[src/rtl/pipe_pkg.sv]
// rtl/pipe_pkg.sv - shared ID/EX pipeline types, constants and the bubble helper
package pipe_pkg;

    localparam logic [4:0] REG_ZERO = 5'd0;

    typedef enum logic [3:0] {
        ALU_ADD  = 4'd0,
        ALU_SUB  = 4'd1,
        ALU_AND  = 4'd2,
        ALU_OR   = 4'd3,
        ALU_XOR  = 4'd4,
        ALU_SLL  = 4'd5,
        ALU_SRL  = 4'd6,
        ALU_SRA  = 4'd7,
        ALU_SLT  = 4'd8,
        ALU_SLTU = 4'd9,
        ALU_LUI  = 4'd10
    } alu_op_t;

    typedef enum logic [1:0] {
        WB_ALU = 2'd0,
        WB_MEM = 2'd1,
        WB_PC4 = 2'd2,
        WB_IMM = 2'd3
    } wb_sel_t;

    // XLEN-wide fields live beside this struct in the stage so XLEN stays a top parameter
    typedef struct packed {
        logic       valid;
        logic [4:0] rs1;
        logic [4:0] rs2;
        logic [4:0] rd;
        alu_op_t    alu_op;
        logic       alu_src;
        logic       mem_rd;
        logic       mem_wr;
        logic       reg_wr;
        wb_sel_t    wb_sel;
    } id_ex_t;

    function automatic id_ex_t bubble();
        id_ex_t b;
        b = '0;
        return b;
    endfunction

endpackage

[src/rtl/load_use_detect.sv]
// rtl/load_use_detect.sv - combinational load-use hazard between the ID and EX instructions
module load_use_detect
    import pipe_pkg::*;
(
    input  logic       id_valid,
    input  logic [4:0] id_rs1,
    input  logic [4:0] id_rs2,
    input  logic       id_uses_rs1,
    input  logic       id_uses_rs2,
    input  logic       ex_valid,
    input  logic       ex_mem_rd,
    input  logic [4:0] ex_rd,
    output logic       load_use
);

    logic rs1_hit;
    logic rs2_hit;

    assign rs1_hit  = id_uses_rs1 && (id_rs1 == ex_rd);
    assign rs2_hit  = id_uses_rs2 && (id_rs2 == ex_rd);
    assign load_use = id_valid && ex_valid && ex_mem_rd && (ex_rd != REG_ZERO) && (rs1_hit || rs2_hit);

endmodule

[src/rtl/id_ex_stage.sv]
// rtl/id_ex_stage.sv - ID/EX pipeline register with load-use bubbles, flush and WB bypass
module id_ex_stage
    import pipe_pkg::*;
#(
    parameter int XLEN  = 32,
    parameter int CNT_W = 16
) (
    input  logic             clk,
    input  logic             rst_n,
    input  logic             id_valid,
    input  logic [XLEN-1:0]  id_pc,
    input  logic [4:0]       id_rs1,
    input  logic [4:0]       id_rs2,
    input  logic [4:0]       id_rd,
    input  logic             id_uses_rs1,
    input  logic             id_uses_rs2,
    input  logic [XLEN-1:0]  id_rs1_data,
    input  logic [XLEN-1:0]  id_rs2_data,
    input  logic [XLEN-1:0]  id_imm,
    input  logic [3:0]       id_alu_op,
    input  logic             id_alu_src,
    input  logic             id_mem_rd,
    input  logic             id_mem_wr,
    input  logic             id_reg_wr,
    input  logic [1:0]       id_wb_sel,
    input  logic             wb_reg_wr,
    input  logic [4:0]       wb_rd,
    input  logic [XLEN-1:0]  wb_data,
    input  logic             flush,
    input  logic             ext_stall,
    output logic             ex_valid,
    output logic [XLEN-1:0]  ex_pc,
    output logic [XLEN-1:0]  ex_rs1_data,
    output logic [XLEN-1:0]  ex_rs2_data,
    output logic [XLEN-1:0]  ex_imm,
    output logic [4:0]       ex_rs1,
    output logic [4:0]       ex_rs2,
    output logic [4:0]       ex_rd,
    output logic [3:0]       ex_alu_op,
    output logic             ex_alu_src,
    output logic             ex_mem_rd,
    output logic             ex_mem_wr,
    output logic             ex_reg_wr,
    output logic [1:0]       ex_wb_sel,
    output logic             id_stall,
    output logic [CNT_W-1:0] lu_bubble_cnt
);

    id_ex_t            ctrl_d, ctrl_q;
    logic [XLEN-1:0]   pc_d, pc_q;
    logic [XLEN-1:0]   rs1_data_d, rs1_data_q;
    logic [XLEN-1:0]   rs2_data_d, rs2_data_q;
    logic [XLEN-1:0]   imm_d, imm_q;
    logic [CNT_W-1:0]  cnt_d, cnt_q;
    logic              load_use;
    logic              wb_fwd_ok;
    logic [XLEN-1:0]   rs1_byp;
    logic [XLEN-1:0]   rs2_byp;

    load_use_detect u_lud (
        .id_valid    (id_valid),
        .id_rs1      (id_rs1),
        .id_rs2      (id_rs2),
        .id_uses_rs1 (id_uses_rs1),
        .id_uses_rs2 (id_uses_rs2),
        .ex_valid    (ctrl_q.valid),
        .ex_mem_rd   (ctrl_q.mem_rd),
        .ex_rd       (ctrl_q.rd),
        .load_use    (load_use)
    );

    assign id_stall = load_use && !flush;

    // Register file reads before WB writes in the same cycle, so patch the operand here
    assign wb_fwd_ok = wb_reg_wr && (wb_rd != REG_ZERO);
    assign rs1_byp   = (wb_fwd_ok && (wb_rd == id_rs1)) ? wb_data : id_rs1_data;
    assign rs2_byp   = (wb_fwd_ok && (wb_rd == id_rs2)) ? wb_data : id_rs2_data;

    always_comb begin
        ctrl_d     = ctrl_q;
        pc_d       = pc_q;
        rs1_data_d = rs1_data_q;
        rs2_data_d = rs2_data_q;
        imm_d      = imm_q;
        cnt_d      = cnt_q;
        if (ext_stall) begin
            // hold everything
        end else if (flush || load_use) begin
            ctrl_d     = bubble();
            pc_d       = '0;
            rs1_data_d = '0;
            rs2_data_d = '0;
            imm_d      = '0;
            if (!flush && (cnt_q != {CNT_W{1'b1}})) begin
                cnt_d = cnt_q + CNT_W'(1);
            end
        end else begin
            ctrl_d.valid   = id_valid;
            ctrl_d.rs1     = id_rs1;
            ctrl_d.rs2     = id_rs2;
            ctrl_d.rd      = id_rd;
            ctrl_d.alu_op  = alu_op_t'(id_alu_op);
            ctrl_d.alu_src = id_alu_src;
            ctrl_d.mem_rd  = id_mem_rd && id_valid;
            ctrl_d.mem_wr  = id_mem_wr && id_valid;
            ctrl_d.reg_wr  = id_reg_wr && id_valid;
            ctrl_d.wb_sel  = wb_sel_t'(id_wb_sel);
            pc_d           = id_pc;
            rs1_data_d     = rs1_byp;
            rs2_data_d     = rs2_byp;
            imm_d          = id_imm;
        end
    end

    always_ff @(posedge clk or negedge rst_n) begin
        if (!rst_n) begin
            ctrl_q     <= '0;
            pc_q       <= '0;
            rs1_data_q <= '0;
            rs2_data_q <= '0;
            imm_q      <= '0;
            cnt_q      <= '0;
        end else begin
            ctrl_q     <= ctrl_d;
            pc_q       <= pc_d;
            rs1_data_q <= rs1_data_d;
            rs2_data_q <= rs2_data_d;
            imm_q      <= imm_d;
            cnt_q      <= cnt_d;
        end
    end

    assign ex_valid      = ctrl_q.valid;
    assign ex_pc         = pc_q;
    assign ex_rs1_data   = rs1_data_q;
    assign ex_rs2_data   = rs2_data_q;
    assign ex_imm        = imm_q;
    assign ex_rs1        = ctrl_q.rs1;
    assign ex_rs2        = ctrl_q.rs2;
    assign ex_rd         = ctrl_q.rd;
    assign ex_alu_op     = ctrl_q.alu_op;
    assign ex_alu_src    = ctrl_q.alu_src;
    assign ex_mem_rd     = ctrl_q.mem_rd;
    assign ex_mem_wr     = ctrl_q.mem_wr;
    assign ex_reg_wr     = ctrl_q.reg_wr;
    assign ex_wb_sel     = ctrl_q.wb_sel;
    assign lu_bubble_cnt = cnt_q;

endmodule
[config.mk]
export PLATFORM = sky130hd
export DESIGN_NAME = id_ex_stage
export DESIGN_NICKNAME = d
export VERILOG_FILES = /design/src/rtl/pipe_pkg.sv /design/src/rtl/load_use_detect.sv /design/src/rtl/id_ex_stage.sv
export SDC_FILE = /design/constraint.sdc
export NUM_CORES = 1
export LEC_CHECK = 0
export CAP_MARGIN = 20
export CORE_MARGIN = 8
export CORE_UTILIZATION = 41
export CTS_CLUSTER_DIAMETER = 40
export DETAILED_ROUTE_END_ITERATION = 6
export GPL_TIMING_DRIVEN = 0
export PLACE_DENSITY = 0.86
export SETUP_SLACK_MARGIN = 0.2
export SYNTH_ARGS = -nofsm -noshare
export SYNTH_HDL_FRONTEND = slang
export SYNTH_HIERARCHICAL = 1
export SYNTH_SLANG_ARGS = --single-unit
[constraint.sdc]
create_clock -name clk -period 2.75 [get_ports clk]
set_clock_uncertainty 0.1 [all_clocks]
set_input_delay 0.55 -clock clk [delete_from_list [all_inputs] [get_ports clk]]
set_output_delay 0.55 -clock clk [all_outputs]
set_load 0.02 [all_outputs]
==> metrics.md <==
| Metric | Value |
|---|---|
| CTS clk-pin slew, worst paths | `0.07 ns` |
| Synthesized netlist net count | `838` |
| Netlist cell types | `38` |
| Synthesized area | `7481 µm²` |
| Syn Inst Count | `639` |
| Routed length per instance | `23.99 µm` |
| Clk Tree Root Cell | `clkbuf_16` |
| Worst r2r path cells | `8` |
| WS Path Type | `reg2out` |
| Worst Setup Start Kind | `flip-flop` |
| Share of cells above drive strength 1 | `12.55%` |
| Status | `complete, but fails checks` |
| Fill cells | `1275` |
| Initial drt markers | `536` |
| Hold Buf Count CTS | `0` |
| H-tree Lvls | `4` |
| First-pass GRT wire length | `44.48 mm` |
| Via count | `7369` |
| Max Fanout on Critical Path | `5` |
| Total power | `6.898 mW` |
| Register area share after synthesis | `56.87%` |
| Initial antenna violation count | `1` |
| Final setup vio count | `1` |
| Max_slew headroom | `55.29%` |
| GR Util All Layers | `25.66%` |
| Post-route non-filler standard cell count | `1291` |
| Largest net degree at the start of global routing | `87` |
| Clk buf depth | `2` |
| P&R area growth vs syn | `69.63%` |
| Clock latency on the worst-skew pair | `0.43 ns` |
| Final hold viol count | `5` |
| ANT nets after route | `0` |
| Starting density of the core | `41.65%` |
| Place WS | `-0.8356 ns` |
| Sink Count | `170` |
| Max Slew Vio Count | `0` |
| Vias in the first global route | `7562` |
| Mean Syn Cell Area | `11.71 µm²` |
| Worst hold path class | `in2async` |
| Crit path DAT | `2.10 ns` |
| Total length of routed wires | `30.98 mm` |
| Die area | `22830 µm²` |
| Die X | `151.1 µm` |
| Final setup TNS | `-0.001777 ns` |
| Inserted Clock Buffers | `17` |
| Final WS setup | `-0.001777 ns` |
| Setup crit end kind | `primary output` |
| Power density over the cells | `543.6 nW/µm²` |
| Peak Freq | `363.4 MHz` |
| Final Wtd Congestion | `0.8735` |
| Core area | `17960 µm²` |
| Drt via density | `5.708` |
| Inst Count DP | `1237` |
| Flops & latches, synth | `170` |
| Required @ worst endpoint | `2.10 ns` |
| Peak supply drop | `0.4293 mV` |
| Max cap viols | `0` |
| Die height | `151.1 µm` |
| Final Cycle Share | `100.1%` |
| Register area | `4259 µm²` |
| DP HPWL | `22.34 mm` |
| Syn. warnings | `6` |
| DRC | `0` |
| Global route overflow | `0` |
| I/O Buffers | `368` |
| Footprint of the multi-input gates | `3050 µm²` |
| Worst Hold Margin | `-0.01881 ns` |
| Final nets | `1246` |
| TritonCTS clock tree | `yes` |
| Site Rows | `49` |
| DR pass1 iterations | `5` |
| P_leak | `5.505 nW` |
| Worst-Margin Slew | `0.6695 ns` |
| Final Critical Period | `2.752 ns` |
| IO Pins | `369` |
| Failing checks | `hold timing, setup timing` |
| RSZ-0062 raised after global routing | `yes` |
-- cell usage in the layout (no fill, tap or decap), drive strengths merged, types with 3 or more instances in the layout --
cell type      instances
buf                   55
nor4                   3
nand4                  4
o2111ai                3
a221o                 64
mux2                   3
nand2                 67
and3                   5
a32o                   3
clkbuf                46
clkdlybuf4s50        358
and2                  37
and4                   5
a21oi                 71
nand3                  9
dfrtp                170
xor2                  12
inv                   14
dlygate4sd2            8
xnor2                 16
a22o                  87
-- Yosys cell counts (all sizes together) --
| cell | count | area share, % |
|---|---|---|
| a211oi | 2 | 0.33 |
| a21oi | 71 | 4.7 |
| a221o | 64 | 8.6 |
| a22o | 87 | 10 |
| a32o | 3 | 0.40 |
| and2 | 37 | 3.1 |
| and3 | 5 | 0.42 |
| and4 | 5 | 0.59 |
| buf | 22 | 2.3 |
| clkbuf | 38 | 1.9 |
| dfrtp | 170 | 57 |
| ha | 1 | 0.17 |
| inv | 4 | 0.20 |
| mux2 | 3 | 0.45 |
| mux2i | 2 | 0.27 |
| nand2 | 67 | 3.4 |
| nand2b | 1 | 0.084 |
| nand3 | 9 | 0.60 |
| nand4 | 4 | 0.33 |
| nand4b | 1 | 0.12 |
| nor2b | 1 | 0.084 |
| nor3 | 1 | 0.13 |
| nor3b | 1 | 0.17 |
| nor4 | 3 | 0.33 |
| nor4b | 1 | 0.20 |
| o2111ai | 3 | 0.35 |
| o21a | 1 | 0.10 |
| o21ai | 2 | 0.13 |
| or2 | 1 | 0.084 |
| or4 | 1 | 0.10 |
| xnor2 | 16 | 1.9 |
| xor2 | 12 | 1.4 |
-- cells by family after synthesis --
group,share of synthesized area (%)
fa+ha+maj,0.1672
buf+inv,4.415
flops,56.87
mux,0.7192
compound gates,24.82
xor+xnor,3.278
simple gates,9.734
-- repair_timing --
| item | 4_1_cts | 5_1_grt |
|---|---|---|
| pin swaps | 6 | 13 |
| buffers inserted | 5 | 11 |
| resized for setup | 44 | 113 |
| gates cloned | 0 | 4 |
| endpoints found under the setup margin | 168 | 165 |
-- registers in the layout, summed over array words and instances (netlist names) --
signal / count
ex_rs1: 5
ex_alu_op: 4
ex_mem_wr: 1
ex_mem_rd: 1
ex_alu_src: 1
ex_reg_wr: 1
ex_rs2: 5
ex_wb_sel: 2
lu_bubble_cnt: 16
ex_pc: 32
ex_rd: 5
ex_rs2_data: 32
ex_imm: 32
ex_rs1_data: 32
ex_valid: 1
-- critical path, cell delays in order, from the launching register on --
cell and delay [ns]:
dfrtp_2 0.45, xor2_1 0.18, nor4_2 0.29, nand3_1 0.17
a21oi_4 0.23, nor2b_1 0.18, buf_4 0.17
-- layout make-up --
cell class              count  share of cell area (%)
multi-input cells         405                   24.04
plain buffers              60                   3.895
diodes                      2                 0.03944
clock buffers              18                   3.461
well taps                 229                   2.258
inverters                   4                  0.1183
clock inverters            14                   1.361
repair buffers            389                   31.27
flip-flops and latches    170                   33.56
-- per-stage QoR --
stage,area [µm²],hold slack [ns],utilization [%]
floorplan,7481,0.1544,-
global placement,11450,0.3807,63.75
detailed placement,11480,0.3914,63.93
CTS,12190,0.01412,67.88
global route,12690,0.02490,70.63
finish,12690,-0.01881,70.64
-- per-layer routing --
metal / GRT usage, % / wire, µm / up-vias
met5: 0 / 0 / -
met4: 12.77 / 1314 / 0
met3: 8.246 / 3008 / 84
met2: 42.08 / 15200 / 414
met1: 29.82 / 11450 / 3635
li1: - / - / 3236
-- power by group --
group / switching [mW] / total [mW] / internal [mW]
Sequential: 0.125 / 2.80 / 2.68
Combinational: 0.730 / 1.55 / 0.822
Clock: 1.14 / 2.54 / 1.41
Total: 1.99 / 6.90 / 4.91
-- worst paths after layout --
path,end,slack [ns],from
hold / removal,lu_bubble_cnt[14],-0.02,rst_n
max in group asynchronous,ex_pc[5],1.69,rst_n
setup reg to reg,lu_bubble_cnt[14],0.09,ex_rd[0]
setup / recovery,id_stall,-0.002,ex_rd[0]
hold reg to reg,ex_reg_wr,0.40,ex_reg_wr
min in group clk,ex_reg_wr,0.40,ex_reg_wr
Power figures use the tool's default switching activity.
